$ cat src/rtl/mdio_mgmt_ctrl.sv
// mdio_mgmt_ctrl: Clause-22 MDIO master arbitrating user commands against a periodic BMSR link poller
module mdio_mgmt_ctrl #(
  parameter int         CLK_DIV       = 25,
  parameter logic [4:0] PHY_ADDR      = 5'd1,
  parameter bit         POLL_EN       = 1'b1,
  parameter int         POLL_INTERVAL = 1000000
) (
  input  logic        clk,
  input  logic        resetn,
  input  logic        cmd_valid,
  output logic        cmd_ready,
  input  logic        cmd_write,
  input  logic [4:0]  cmd_phy,
  input  logic [4:0]  cmd_reg,
  input  logic [15:0] cmd_wdata,
  output logic        rsp_valid,
  output logic [15:0] rsp_rdata,
  output logic        rsp_err,
  output logic        busy,
  output logic        link_up,
  output logic        link_valid,
  output logic        mdc,
  output logic        mdio_o,
  output logic        mdio_t,
  input  logic        mdio_i
);
  localparam int PW = $clog2(2 * CLK_DIV);
  localparam int TW = $clog2(POLL_INTERVAL);
  if (CLK_DIV < 2 || POLL_INTERVAL < 2) begin : g_bad_param
    $error("mdio_mgmt_ctrl: CLK_DIV and POLL_INTERVAL must both be at least 2");
  end
  typedef enum logic [2:0] {IDLE, PRE, HDR, TA, DATA, IDLE_BIT, DONE} state_t;
  state_t          state, nxt, ns;
  logic [PW-1:0]   ph;
  logic [4:0]      cnt, cnt_max;
  logic [31:0]     sh;
  logic [TW-1:0]   timer;
  logic [15:0]     rdata;
  logic            err, rd, is_poll, last_user, poll_pending;
  logic            user_go, poll_go, rise, samp, bit_end, adv, o_nx, t_nx, shift, timer_wrap, poll_done;
  assign cmd_ready  = (state == IDLE) && !(poll_pending && last_user);
  assign poll_go    = (state == IDLE) && poll_pending && (!cmd_valid || last_user);
  assign user_go    = cmd_valid && cmd_ready;
  assign rise       = ph == PW'(CLK_DIV - 1);
  assign samp       = ph == PW'(CLK_DIV);
  assign bit_end    = ph == PW'(2 * CLK_DIV - 1);
  assign timer_wrap = timer == TW'(POLL_INTERVAL - 1);
  // Bit-boundary bookkeeping: which field comes next and what the line carries for it
  always_comb begin
    nxt     = state == PRE ? HDR : state == HDR ? TA : state == TA ? DATA : state == DATA ? IDLE_BIT : DONE;
    cnt_max = state == PRE ? 5'd31 : state == HDR ? 5'd13 : state == TA ? 5'd1 : state == DATA ? 5'd15 : 5'd0;
    adv     = bit_end && cnt == cnt_max;
    ns      = adv ? nxt : state;
    shift   = ns == HDR || ns == TA || ns == DATA;
    o_nx    = shift ? sh[31] : 1'b1;
    t_nx    = (ns == PRE || ns == HDR) ? 1'b0 : (ns == TA || ns == DATA) ? rd : 1'b1;
  end
  assign poll_done = state == IDLE_BIT && bit_end && is_poll;
  always_ff @(posedge clk) begin
    if (!resetn) begin
      state        <= IDLE;
      ph           <= '0;
      cnt          <= '0;
      sh           <= '0;
      rd           <= 1'b0;
      is_poll      <= 1'b0;
      last_user    <= 1'b0;
      poll_pending <= 1'b0;
      timer        <= '0;
      rdata        <= '0;
      err          <= 1'b0;
      mdc          <= 1'b0;
      mdio_o       <= 1'b1;
      mdio_t       <= 1'b1;
      rsp_valid    <= 1'b0;
      rsp_rdata    <= '0;
      rsp_err      <= 1'b0;
      busy         <= 1'b0;
      link_up      <= 1'b0;
      link_valid   <= 1'b0;
    end else begin
      rsp_valid    <= 1'b0;
      timer        <= (POLL_EN && !timer_wrap) ? timer + TW'(1) : '0;
      poll_pending <= (POLL_EN && timer_wrap) || (poll_pending && !poll_done);
      if (state == IDLE) begin
        if (user_go || poll_go) begin
          state   <= PRE;
          ph      <= '0;
          cnt     <= '0;
          busy    <= 1'b1;
          mdc     <= 1'b0;
          mdio_o  <= 1'b1;
          mdio_t  <= 1'b0;
          rd      <= poll_go || !cmd_write;
          is_poll <= poll_go;
          rdata   <= '0;
          err     <= 1'b0;
          sh      <= poll_go ? {4'b0110, PHY_ADDR, 5'd1, 2'b11, 16'h0000}
                             : {2'b01, cmd_write ? 2'b01 : 2'b10, cmd_phy, cmd_reg, 2'b10, cmd_wdata};
        end
      end else if (state == DONE) begin
        state <= IDLE;
      end else begin
        ph  <= bit_end ? '0 : ph + PW'(1);
        mdc <= bit_end ? 1'b0 : rise ? 1'b1 : mdc;
        if (samp && rd && state == TA && cnt == 5'd1) err <= mdio_i;
        if (samp && rd && state == DATA) rdata <= {rdata[14:0], mdio_i};
        if (bit_end) begin
          state  <= ns;
          cnt    <= adv ? 5'd0 : cnt + 5'd1;
          mdio_o <= o_nx;
          mdio_t <= t_nx;
          if (shift) sh <= {sh[30:0], 1'b0};
          if (ns == DONE) begin
            busy      <= 1'b0;
            last_user <= !is_poll;
            if (is_poll) begin
              link_up    <= err ? 1'b0 : rdata[2];
              link_valid <= 1'b1;
            end else begin
              rsp_valid <= 1'b1;
              rsp_rdata <= rdata;
              rsp_err   <= err;
            end
          end
        end
      end
    end
  end
endmodule

$ cat config.mk
export PLATFORM = sky130hd
export DESIGN_NAME = mdio_mgmt_ctrl
export DESIGN_NICKNAME = d
export VERILOG_FILES = /design/src/rtl/mdio_mgmt_ctrl.sv
export SDC_FILE = /design/constraint.sdc
export NUM_CORES = 1
export LEC_CHECK = 0
export BUFFER_PORTS_ARGS = -buffer_cell sky130_fd_sc_hd__buf_2
export CORE_UTILIZATION = 46
export CTS_CLUSTER_SIZE = 24
export DETAILED_ROUTE_END_ITERATION = 8
export GPL_TIMING_DRIVEN = 0
export PLACE_DENSITY = 0.63
export SLEW_MARGIN = 15
export SYNTH_ARGS = -nofsm -noshare
export SYNTH_HDL_FRONTEND = slang
export SYNTH_SLANG_ARGS = --single-unit
$ cat constraint.sdc
create_clock -name clk -period 3.45 [get_ports clk]
set_clock_uncertainty 0.1 [all_clocks]
set_input_delay 0.1725 -clock clk [delete_from_list [all_inputs] [get_ports clk]]
set_output_delay 0.1725 -clock clk [all_outputs]
set_load 0.01 [all_outputs]
==> reports/metrics.cfg <==
[flow_run]
drv_cap=0

[global_route]
antenna_found_initial=0
grt_pass1_wl_mm=19.44
grt_usage_pct=21.76
grt_max_degree=18
grt_pass1_vias=4109
grt.overflow.total=0

[clock_tree]
max-clock-path-buffers=2
cts_tree=yes
root_buffer=clkbuf_8
cts_buffers=9
clock-sinks=111
postCtsSetupBuffers=0
cts.htree.levels=3
clk_pin_slew_ns=0.11
worstSkewPairLatency_ns=0.39

[synthesis]
ys_seq_area_share_pct=44.70
avgSynthCellArea_sq_um=8.645
synth_cell_types=53
synthesis.area_sq_um=4971
synthTopCellsByCount=dfxtp_1 (111), nand2_1 (87), nor2_1 (42), o21ai_0 (39)
yosysMostFrequentCell=dfxtp_1
synth_top_cell_by_area=dfxtp_1
synth_area_leaders=dfxtp_1 (45%), nand2_1 (6.6%), o311a_1 (5.0%)
yosys_warnings=0
synth-edff-count=0
ys_ff_latch=111
synth_top_area_share_pct=44.70
async_flop_share_pct=0
syn_inst=575
synth_nets=612
ys.flop_type=dfxtp_1

[worst_setup_path]
cp.arrival_ns=3.40
crit_fanout=10
critical_path_class=register to register
startpoint_type=register
end_kind=register
critPathRequiredTime_ns=3.64

[timing]
fin_crit_ns=3.210
tns_ns=0
worstMarginPinSlew_ns=0.7325
final_hold_viol_count=0
setup_viol=0
grt_setup_unrepaired=no
fin_ws_ns=0.2402
max_freq_ghz=0.3115
slew_headroom_pct=50.84
post-route-period-util_pct=93.04
hold_ws_ns=0.02074
drv_slew=0

[final_layout]
drive_gt1_share_pct=13.89
synthToLayoutAreaGrowth_pct=14.04
fin_nets=680
finalNonFillerCells=785
nFillCells=1025

[placement]
place_hpwl_mm=8.170
place_congestion=0.8276
dp.cells=766
place_ws_ns=0.3279
port_buffers=55

[floorplan]
coreArea_sq_um=10420
die_w_microns=106.0
row_count=37
die-height_microns=106.0
initial_utilization_pct=47.72
die_area_sq_um=11230
io_pins=56

[drt]
initialDrtViolationCount=164
dr.pass1.iters=4
drt_wl_total_mm=11.51
wl_per_cell_microns=14.66
detail_route.vias_per_cell=5.493
drc=0
ant_nets=0
vias=4312

[power]
power_leakage_nw=2.167
p_per_area_nw_per_um2=437.1
ir_drop_uv=274.8
total_power_mw=2.478

[run_status]
status=finished, final reports clean

[hold_path]
hp-class=input port to register

-- kinds of logic after synthesis --
kind of cell | count (synthesis) | share of synthesized area [%]
flops | 111 | 44.70
buf+inv | 50 | 4.380
mux | 6 | 1.208
fa+ha+maj | 7 | 1.737
compound gates | 158 | 22.90
simple gates | 220 | 21.02
xor+xnor | 23 | 4.052
-- worst max-delay path, cell delays in order (launching register included) --
cell	delay [ns]
dfxtp_1	0.31
buf_2	0.16
nor3_2	0.53
o21ai_0	0.23
a211oi_1	0.38
nand3_1	0.18
a31oi_2	0.51
clkbuf_1	0.43
o21ai_0	0.14
o311a_1	0.14
-- power breakdown --
group          internal (mW)  leakage, nW  switching (mW)  total, mW
Clock                  0.449        0.120           0.447      0.896
Sequential              1.32        0.903          0.0262       1.35
Combinational         0.0996         1.14           0.133      0.232
-- per-layer routing --
layer | global-route usage (%) | wire (microns) | part of all wire, % | vias to the layer above
met1 | 28.17 | 5595 | 49 | 2024
met5 | 0 | 0 | 0 | -
met3 | 5.947 | 528 | 4.6 | 8
met2 | 35.71 | 5272 | 46 | 88
met4 | 5.754 | 112 | 0.97 | 0
li1 | - | - | - | 2192
-- final timing paths --
path	depth (start not counted)	end	slack (ns)	startpoint
setup reg to reg	9	sh[15]$_SDFFE_PN0P_	0.24	state[1]$_SDFFE_PN0P_
hold reg to reg	2	rsp_rdata[11]$_SDFFE_PN0P_	0.35	rsp_rdata[11]$_SDFFE_PN0P_
setup / recovery	9	sh[15]$_SDFFE_PN0P_	0.24	state[1]$_SDFFE_PN0P_
hold / removal	3	sh[18]$_SDFFE_PN0P_	0.02	cmd_reg[0]
-- sequential cells by signal (all words and copies together) (netlist names), 3 cells and up --
signal / count
sh: 32
rdata: 16
timer: 20
rsp_rdata: 16
cnt: 5
state: 3
ph: 6
-- final cells by class --
type | count | area, sq um | share of cell area, %
clock buffers | 11 | 151.4 | 2.670
inverters | 7 | 26.28 | 0.4635
multi-input cells | 414 | 2531 | 44.65
plain buffers | 43 | 191.4 | 3.377
clock inverters | 5 | 78.83 | 1.390
well taps | 136 | 170.2 | 3.002
repair buffers | 57 | 295.3 | 5.209
diodes | 1 | 2.502 | 0.04414
flip-flops and latches | 111 | 2222 | 39.20
-- per-stage QoR --
| step | cell area [sq um] | utilization, % |
|---|---|---|
| 2_1_floorplan | 4971 | - |
| 3_3_place_gp | 5416 | 52.00 |
| 3_5_place_dp | 5416 | 52.00 |
| 4_1_cts | 5667 | 54.40 |
| 5_1_grt | 5667 | 54.40 |
| 6_report | 5669 | 54.43 |
-- cell usage in the layout (no fill, tap or decap), types with 5 or more instances in the layout --
master | Yosys | layout
nand2_1 | 87 | 87
buf_2 | 6 | 61
o21ai_0 | 39 | 39
nand4_1 | 7 | 7
a21oi_1 | 11 | 11
nand3_1 | 32 | 32
a22oi_1 | 22 | 22
nor2_1 | 42 | 42
dfxtp_1 | 111 | 111
clkbuf_8 | 0 | 11
or3_1 | 8 | 8
inv_1 | 7 | 7
xnor2_1 | 11 | 11
and2_1 | 6 | 6
nor3_1 | 8 | 8
mux2i_1 | 6 | 6
a21boi_0 | 28 | 28
ha_1 | 6 | 6
nand2b_1 | 5 | 5
clkbuf_1 | 32 | 32
xor2_1 | 12 | 12
o311a_1 | 25 | 25
a21boi_1 | 10 | 10
-- timing repair --
item,4_1_cts,5_1_grt
hold endpoints to repair,3,0
hold buffers,2,0
resized for setup,0,0
setup endpoints to repair,0,0
(Power assumes the default switching activity.)
